--- src/rtl/counter_ctrl_pkg.sv ---
// ------------------------------------------------------------------
// counter_ctrl_pkg : shared types for the counter command sequencer
// Rev 1.0
// ------------------------------------------------------------------
`default_nettype none

package counter_ctrl_pkg;

  localparam int C_DATA_W = 4;

  typedef enum logic [1:0] {
    OP_NOP   = 2'b00,
    OP_LOAD  = 2'b01,
    OP_RUN   = 2'b10,
    OP_CLEAR = 2'b11
  } op_e;

  typedef enum logic [1:0] {
    ST_IDLE      = 2'd0,
    ST_EXEC_LOAD = 2'd1,
    ST_EXEC_RUN  = 2'd2,
    ST_EXEC_NOP  = 2'd3
  } state_e;

  typedef struct packed {
    op_e                 op;
    logic [C_DATA_W-1:0] arg;
  } cmd_t;

endpackage

`default_nettype wire

--- src/rtl/counter_cmd_fifo.sv ---
// ------------------------------------------------------------------
// counter_cmd_fifo : synchronous command FIFO, extra-MSB pointers
// Rev 1.0
// ------------------------------------------------------------------
`default_nettype none

module counter_cmd_fifo
  import counter_ctrl_pkg::*;
#(
  parameter int DEPTH = 4
) (
  input  logic clk_i,
  input  logic rst_ni,
  input  logic flush_i,
  input  logic push_i,
  input  cmd_t data_i,
  input  logic pop_i,
  output cmd_t head_o,
  output logic full_o,
  output logic empty_o
);

  localparam int AW = $clog2(DEPTH);
  localparam logic [AW:0] C_PTR_ONE = (AW+1)'(1);

  cmd_t        r_mem [DEPTH];
  logic [AW:0] r_wr_ptr;
  logic [AW:0] r_rd_ptr;
  logic        w_do_push;
  logic        w_do_pop;

  assign full_o  = (r_wr_ptr[AW] != r_rd_ptr[AW]) &&
                   (r_wr_ptr[AW-1:0] == r_rd_ptr[AW-1:0]);
  assign empty_o = (r_wr_ptr == r_rd_ptr);

  // Flush wins over any same-cycle push or pop.
  assign w_do_push = push_i && !full_o && !flush_i;
  assign w_do_pop  = pop_i && !empty_o && !flush_i;

  always_ff @(posedge clk_i or negedge rst_ni) begin
    if (!rst_ni) begin
      r_wr_ptr <= '0;
      r_rd_ptr <= '0;
    end else if (flush_i) begin
      r_wr_ptr <= '0;
      r_rd_ptr <= '0;
    end else begin
      if (w_do_push) r_wr_ptr <= r_wr_ptr + C_PTR_ONE;
      if (w_do_pop)  r_rd_ptr <= r_rd_ptr + C_PTR_ONE;
    end
  end

  always_ff @(posedge clk_i) begin
    if (w_do_push) r_mem[r_wr_ptr[AW-1:0]] <= data_i;
  end

  assign head_o = r_mem[r_rd_ptr[AW-1:0]];

endmodule

`default_nettype wire

--- src/rtl/counter_ctrl.sv ---
// ------------------------------------------------------------------
// counter_ctrl : command sequencer driving the 4-bit counter pins
// Rev 1.0
// ------------------------------------------------------------------
`default_nettype none

module counter_ctrl
  import counter_ctrl_pkg::*;
#(
  parameter int FIFO_DEPTH = 4,
  parameter int DATA_W     = C_DATA_W
) (
  input  logic              clk_i,
  input  logic              rst_ni,
  input  logic              flush_i,
  input  logic              cmd_valid_i,
  output logic              cmd_ready_o,
  input  logic [1:0]        cmd_op_i,
  input  logic [DATA_W-1:0] cmd_arg_i,
  input  logic [DATA_W-1:0] count_i,
  output logic              enable_o,
  output logic              load_o,
  output logic [DATA_W-1:0] data_o,
  output logic              busy_o,
  output logic              done_o,
  output logic              wrap_o
);

  localparam logic [DATA_W-1:0] C_ONE = DATA_W'(1);

  cmd_t              w_push_cmd;
  cmd_t              w_head;
  logic              w_full;
  logic              w_empty;
  logic              w_pop;
  logic              w_free;

  state_e            r_state;
  state_e            w_state_nxt;
  logic [DATA_W-1:0] r_cnt;
  logic [DATA_W-1:0] w_cnt_nxt;
  logic [DATA_W-1:0] r_data;
  logic [DATA_W-1:0] w_data_nxt;
  logic              r_enable;
  logic              w_enable_nxt;
  logic              r_load;
  logic              w_load_nxt;
  logic              r_done;
  logic              w_done_nxt;
  logic              r_wrap;
  logic              r_ready_en;

  assign w_push_cmd.op  = op_e'(cmd_op_i);
  assign w_push_cmd.arg = cmd_arg_i;

  // Ready stays low through reset and the first edge after release.
  assign cmd_ready_o = r_ready_en && !w_full;

  counter_cmd_fifo #(
    .DEPTH (FIFO_DEPTH)
  ) u_fifo (
    .clk_i   (clk_i),
    .rst_ni  (rst_ni),
    .flush_i (flush_i),
    .push_i  (cmd_valid_i && cmd_ready_o),
    .data_i  (w_push_cmd),
    .pop_i   (w_pop),
    .head_o  (w_head),
    .full_o  (w_full),
    .empty_o (w_empty)
  );

  always_comb begin
    w_state_nxt  = r_state;
    w_cnt_nxt    = r_cnt;
    w_data_nxt   = r_data;
    w_enable_nxt = 1'b0;
    w_load_nxt   = 1'b0;
    w_done_nxt   = 1'b0;
    w_pop        = 1'b0;
    // Free means idle or in the last cycle of the current command.
    w_free       = (r_state != ST_EXEC_RUN) || (r_cnt == '0);

    if (flush_i) begin
      w_state_nxt = ST_IDLE;
    end else if (w_free && !w_empty) begin
      w_pop = 1'b1;
      case (w_head.op)
        OP_LOAD, OP_CLEAR: begin
          w_state_nxt  = ST_EXEC_LOAD;
          w_enable_nxt = 1'b1;
          w_load_nxt   = 1'b1;
          w_done_nxt   = 1'b1;
          w_data_nxt   = (w_head.op == OP_LOAD) ? w_head.arg : '0;
        end
        OP_RUN: begin
          w_state_nxt  = ST_EXEC_RUN;
          w_cnt_nxt    = w_head.arg;
          w_enable_nxt = 1'b1;
          w_done_nxt   = (w_head.arg == '0);
        end
        default: begin
          w_state_nxt = ST_EXEC_NOP;
          w_done_nxt  = 1'b1;
        end
      endcase
    end else if (w_free) begin
      w_state_nxt = ST_IDLE;
    end else begin
      w_cnt_nxt    = r_cnt - C_ONE;
      w_enable_nxt = 1'b1;
      w_done_nxt   = (r_cnt == C_ONE);
    end
  end

  always_ff @(posedge clk_i or negedge rst_ni) begin
    if (!rst_ni) begin
      r_state    <= ST_IDLE;
      r_cnt      <= '0;
      r_data     <= '0;
      r_enable   <= 1'b0;
      r_load     <= 1'b0;
      r_done     <= 1'b0;
      r_wrap     <= 1'b0;
      r_ready_en <= 1'b0;
    end else begin
      r_state    <= w_state_nxt;
      r_cnt      <= w_cnt_nxt;
      r_data     <= w_data_nxt;
      r_enable   <= w_enable_nxt;
      r_load     <= w_load_nxt;
      r_done     <= w_done_nxt;
      r_ready_en <= 1'b1;
      // Evaluated from the cycle before the edge, so flush does not mask it.
      r_wrap     <= r_enable && !r_load && (count_i == '1);
    end
  end

  assign enable_o = r_enable;
  assign load_o   = r_load;
  assign data_o   = r_data;
  assign done_o   = r_done;
  assign wrap_o   = r_wrap;
  assign busy_o   = (r_state != ST_IDLE) || !w_empty;

endmodule

`default_nettype wire

--- config.mk ---
export PLATFORM = sky130hd
export DESIGN_NAME = counter_ctrl
export DESIGN_NICKNAME = d
export VERILOG_FILES = /design/src/rtl/counter_ctrl_pkg.sv /design/src/rtl/counter_cmd_fifo.sv /design/src/rtl/counter_ctrl.sv
export SDC_FILE = /design/constraint.sdc
export NUM_CORES = 1
export LEC_CHECK = 0
export ABC_AREA = 1
export ABC_CLOCK_PERIOD_IN_PS = 3000
export CAP_MARGIN = 40
export CORE_ASPECT_RATIO = 1.4
export CORE_MARGIN = 2
export CORE_UTILIZATION = 60
export CTS_CLUSTER_SIZE = 30
export DETAILED_ROUTE_END_ITERATION = 10
export PLACE_DENSITY = 0.84
export SYNTH_ARGS = -nofsm -noshare
export SYNTH_HDL_FRONTEND = slang
export SYNTH_SLANG_ARGS = --single-unit
--- constraint.sdc ---
create_clock -name clk_i -period 3 [get_ports clk_i]
set_input_delay 0.6 -clock clk_i [delete_from_list [all_inputs] [get_ports clk_i]]
set_output_delay 0.6 -clock clk_i [all_outputs]
set_load 0.02 [all_outputs]
Yosys cells after proc, flatten, opt, wreduce, memory -nomap -nowiden
Memory sizes are Yosys's and may differ from the RTL's.
Index checks and enable logic that the tools add are counted.
Word-level totals
  flip-flop bits (word level): 21
  RAM bits: 24
  input port bits: 14
  output and inout port bits: 10
  logic and storage cells: 79
  memories kept: 1
Memory list
  u_fifo.r_mem: depth 4, width 6, read ports 1, clocked after memory_dff 0, wr ports 1, RTL line counter_cmd_fifo.sv:26  | cmd_t r_mem [DEPTH];
Cells by class
  add/sub/neg operators: 3
  eq/ne operators: 11
  multiplexer cells: 27
  bitwise logic cells: 1
  reduce and logical (&&, ||, !) cells: 26
Operator list (number)
  $mux 4: 4
  $mux 1: 15
  $mux 3: 4
  $logic_and 1x1->1: 10
  $logic_not 4->1: 2
  $add 3x1->3 const B: 2
  $mux 2: 3
  $reduce_and 3->1: 2
  $reduce_bool 2->1: 3
  $eq 2x2->1 const B: 2
  $eq 4x1->1 const B: 1
  $eq 4x4->1 const B: 1
  $logic_not 1->1: 4
  $ne 2x1->1 const B: 2
  $pmux 2 s2: 1
  $sub 4x1->4 const B: 1
  $eq 3x3->1: 1
  $reduce_bool 3->1: 1
  $reduce_or 3->1: 1
  $eq 2x1->1 const B: 1
  $eq 2x2->1: 1
  $logic_or 1x1->1: 2
  $ne 2x2->1 const B: 1
  $reduce_or 2->1: 1
  2 further kinds: 2

Logic depth before layout (Yosys ltp)
  word-level depth: 9
  depth in mapped cells: 11
  depth with buffers taken out: 10

By module
Synthesis repeated with hierarchy kept, for this count alone.
Unflattened totals
  cell total of the unflattened synthesis: 218
  area, all modules: 2203.4 um2
By module, submodules not included
  counter_cmd_fifo: times used 1, cells each 121, area each 1397.6 um2, seq. area each 870.8 um2
  counter_ctrl: times used 1, cells each 97, area each 805.8 um2, seq. area each 375.4 um2

Worst setup path after synthesis
No wires, ideal clock.
  path type: register to output
  start: register u_fifo.r_rd_ptr[1]
  end: output port busy_o
  arrival time: 1.090 ns
  required time: 2.400 ns
  setup slack: 1.310 ns
  stages on the path, launching flop included: 8
  path buffers: 1
  cell sequence: dfrtp_1 buf_6 inv_6 nand2_2 nand2_2 nand3_4 nor2_1 nand2_1
Between the ends
  word-level cells in the longest chain between the ends: 3
Ends and longest elaborated chain
  start, declared: RTL line counter_cmd_fifo.sv:28  | logic [AW:0] r_rd_ptr;
  start signal, assigned: RTL line counter_cmd_fifo.sv:49  | if (w_do_pop) r_rd_ptr <= r_rd_ptr + C_PTR_ONE;
  $eq 3x3->1: RTL line counter_cmd_fifo.sv:34  | assign empty_o = (r_wr_ptr == r_rd_ptr);
  $logic_not 1->1: RTL line counter_ctrl.sv:144  | assign busy_o = (r_state != ST_IDLE) || !w_empty;
  $logic_or 1x1->1: RTL line counter_ctrl.sv:144
  end, declared: RTL line counter_ctrl.sv:24  | output logic busy_o,
No other way between the ends.

Final worst setup path
  start: register u_fifo.r_rd_ptr[0]
  end: output port busy_o
The elaborated chain is that of the path after synthesis.

==> impl_summary.txt <==
----------------------------------------------------
[Die]
  Area of the die ... 4330 um^2
  Starting density of the core ... 0.627
  Number of top-level pins ... 24
  DIE WIDTH ... 56.2 um
  Floorplan die height ... 77.0 um
  Std-Cell Core Area ... 3640 um^2
  Total number of placement rows ... 26

[Critical path]
  Highest fanout seen on the critical path ... 16
  Required time reported for the critical path endpoint ... 2.40 ns
  CP peak stage delay ... 0.53 ns
  Buffering stage count on the worst path with inverters included ... 2
  Startpoint type of the worst setup path ... flop
  Category of the most critical setup path ... reg -> out
  Kind of end point of the critical path ... output port
  Critical path launch point ... u_fifo.r_rd_ptr[0]
  Reg2Reg Launch Point ... u_fifo.r_rd_ptr[1]
  Minimum setup slack among reg-to-reg paths ... 0.88 ns
  Top Family by Delay on Critical Path ... buffers and inverters
  Cells traversed along the worst timing path ... inv_2 -> nand2_1 -> nand2_2 -> nand3_4 -> nor2_1 -> nand2_1 -> clkdlybuf4s50_1
  Data arrival time of the critical path ... 1.99 ns
  Cell at the slowest stage of the critical path ... sky130_fd_sc_hd__clkdlybuf4s50_1
  Crit-path most repeated cell ... sky130_fd_sc_hd__nand2_1

[Drt]
  Number of vias per cell ... 5.13
  DRC violations left ... 0
  ANT nets after route ... 0
  Count of TritonRoute iterations in the first routing pass ... 4
  DR iter-0 viols ... 76
  Final wirelength ... 4240 um
  Routed len/inst ... 13.2 um
  Vias ... 1,652

[Clock tree]
  Clk slew on worst S/H paths ... 0.08 ns
  Buffer type at the clock tree root ... sky130_fd_sc_hd__clkbuf_8
  Clock Tree Buf Depth ... 2
  Clock network latency to the later pin of the worst-skew pair ... 0.29 ns
  Post-CTS setup buffer count ... 0
  Number of buffers inserted for hold repair after clock tree synthesis ... 0
  H-tree depth reported by CTS ... 2
  Clock tree from TritonCTS ... built
  PostCTS Resize Cnt ... 0
  Number of buffers inserted during clock tree synthesis ... 5
  Clock Sink Count ... 45

[Worst hold path]
  Start point of the worst min-delay path ... load_o
  Type of the tightest min-delay check ... reg -> reg

[Timing]
  Setup repair after global routing missed its margin ... no
  Transition at the pin with the smallest max-transition slack ... 0.552 ns
  Hold Worst Slack ... 0.435 ns
  Hold Violations, Final ... 0
  Period minus WS final ... 2.59 ns
  Count of final setup violators ... 0
  Maximum clock frequency ... 386 MHz
  Relative slew slack ... 0.630
  Count of final max-slew check failures ... 0
  Post-route clock skew ... 0.00554 ns
  Final period utilization ... 0.864
  Crit path setup slack, layout ... 0.407 ns
  Aggregate negative setup slack ... 0 ns

[Synth]
  Avg Inst Size Synth ... 9.14 um^2
  Leading cell type by number of instances after synthesis ... sky130_fd_sc_hd__nand2_1
  Number of synthesized flops with an enable pin ... 24
  Flip-flop and latch count after synthesis ... 45
  Proportion of register bits with asynchronous set or reset after synthesis ... 0.467
  Leading cell types by count after synthesis ... sky130_fd_sc_hd__nand2_1, sky130_fd_sc_hd__inv_1, sky130_fd_sc_hd__nand3_1, sky130_fd_sc_hd__edfxtp_1, sky130_fd_sc_hd__dfrtp_1
  Synth cell types ... 31
  Main synth FF type ... sky130_fd_sc_hd__edfxtp_1
  Sequential fraction of the synthesis area ... 0.545
  Post-synthesis instance total ... 250
  Post-synthesis instance area ... 2290 um^2
  Synth Net Count ... 271
  Most area-consuming cells after synthesis ... sky130_fd_sc_hd__edfxtp_1, sky130_fd_sc_hd__dfrtp_1, sky130_fd_sc_hd__nand2_1
  Top cell type's share of synthesized area ... 0.315
  Yosys synthesis warning count ... 0
  Post-synthesis cell type with the largest combined area ... sky130_fd_sc_hd__edfxtp_1

[Power]
  Post-layout total power ... 2.26 mW
  Proportion of power drawn by the clock network ... 0.204
  Power share of the combinational group ... 0.438
  PD cells ... 845 nW/um^2
  Static leakage ... 1.26 nW
  Switching share of power ... 0.404
  Internal power ... 1.35 mW
  Worst IR drop on VDD ... 0.000670 V
  Switching power ... 914 uW
  Reg power frac ... 0.359

[Cells and area]
  Final Non-Filler Cells ... 322
  Area growth from synthesis to layout ... 17.0%
  Fraction of final layout cells sized beyond drive strength 1 ... 0.111
  Fin nets ... 300
  Diodes inserted ... 0

[Flow run]
  Reported max-cap violation count ... 0

[Outcome]
  Status ... finished, final reports clean

[Global routing]
  Vias in the first global route ... 1,619
  Initial antenna violation count ... 0
  Maximum number of pins on one net before global-route repair ... 22
  Wire length of the first global-routing pass ... 7480 um
  Overall overflow remaining after global route ... 0
  Global routing usage summed across all routing layers ... 0.223

[Place]
  DP HPWL ... 3170 um
  Port Buffers ... 23
  Total instance count after detailed placement ... 314
  Setup Slack @ Placement ... 0.655 ns
  Final estimated routing congestion in global placement ... 0.793

----------------------------------------------------
metrics by stage:
step	area, um^2	util
5_1_grt	2680	0.734
3_3_place_gp	2560	0.703
2_1_floorplan	2290	-
6_report	2680	0.734
3_5_place_dp	2560	0.703
4_1_cts	2680	0.734
final cells by class:
| cell class | count | area (um^2) |
|---|---|---|
| flip-flops and latches | 45 | 1250 |
| fillers | 271 | 968 |
| multi-input cells | 166 | 871 |
| repair buffers | 25 | 245 |
| inverters | 36 | 145 |
| clock buffers | 5 | 68.8 |
| well taps | 42 | 52.6 |
| clock inverters | 3 | 46.3 |
flip-flops by register name, summed over array words and instances, names as in the netlist:
name	count
wrap_o	1
done_o	1
r_ready_en	1
data_o	4
u_fifo.r_wr_ptr	3
load_o	1
u_fifo.r_rd_ptr	3
u_fifo.r_mem	24
enable_o	1
r_state	2
r_cnt	4
kinds of logic (layout without fill, tap and decap cells):
family | after synthesis | in the layout | synth area share
and+or+nand+nor | 144 | 144 | 0.299
xor gates and xnor gates | 3 | 3 | 0.0115
other | 1 | 1 | 0.00164
AOI/OAI and AO/OA | 11 | 11 | 0.0301
DFF | 45 | 45 | 0.545
adders and majority gates | 7 | 7 | 0.0383
buffers and inverters | 39 | 69 | 0.0739
per-layer routing:
metal | vias to the layer above | part of all wire | global-route usage
li1 | 853 | - | -
met1 | 762 | 0.40 | 0.259
met2 | 33 | 0.56 | 0.401
met3 | 4 | 0.028 | 0.0506
met4 | 0 | 0.011 | 0.0738
met5 | - | 0 | 0
placed cells by master (no fill, tap or decap), types with 4 or more instances in the layout:
| master | netlist | final |
|---|---|---|
| sky130_fd_sc_hd__nand2_1 | 88 | 88 |
| sky130_fd_sc_hd__inv_1 | 29 | 29 |
| sky130_fd_sc_hd__nand3_1 | 26 | 26 |
| sky130_fd_sc_hd__edfxtp_1 | 24 | 24 |
| sky130_fd_sc_hd__clkdlybuf4s50_1 | 0 | 23 |
| sky130_fd_sc_hd__dfrtp_1 | 21 | 21 |
| sky130_fd_sc_hd__nor2_1 | 12 | 12 |
| sky130_fd_sc_hd__o21ai_1 | 7 | 7 |
| sky130_fd_sc_hd__ha_1 | 7 | 7 |
| sky130_fd_sc_hd__clkbuf_8 | 0 | 5 |
| sky130_fd_sc_hd__nand2_2 | 4 | 4 |
| sky130_fd_sc_hd__inv_2 | 4 | 4 |
power by group through the flow:
stage | sequential (mW) | clock [mW] | combinational (mW)
detailed placement | 0.825 | 0 | 0.986
floorplan | 0.844 | 0 | 0.713
CTS | 0.811 | 0.475 | 0.996
global route | 0.822 | 0.497 | 1.11
global placement | 0.820 | 0 | 0.970
finish | 0.810 | 0.461 | 0.989
path summary, 6_finish.rpt:
check	to	cells past startpoint
worst max-delay path	busy_o	7
worst min-delay path	wrap_o	1
worst max register to register	u_fifo.r_mem[3][2]	8
worst min register to register	wrap_o	1
max in group asynchronous	u_fifo.r_rd_ptr[0]	2
min in group asynchronous	u_fifo.r_rd_ptr[1]	2
Note: power is estimated with default switching activity, not from simulation.
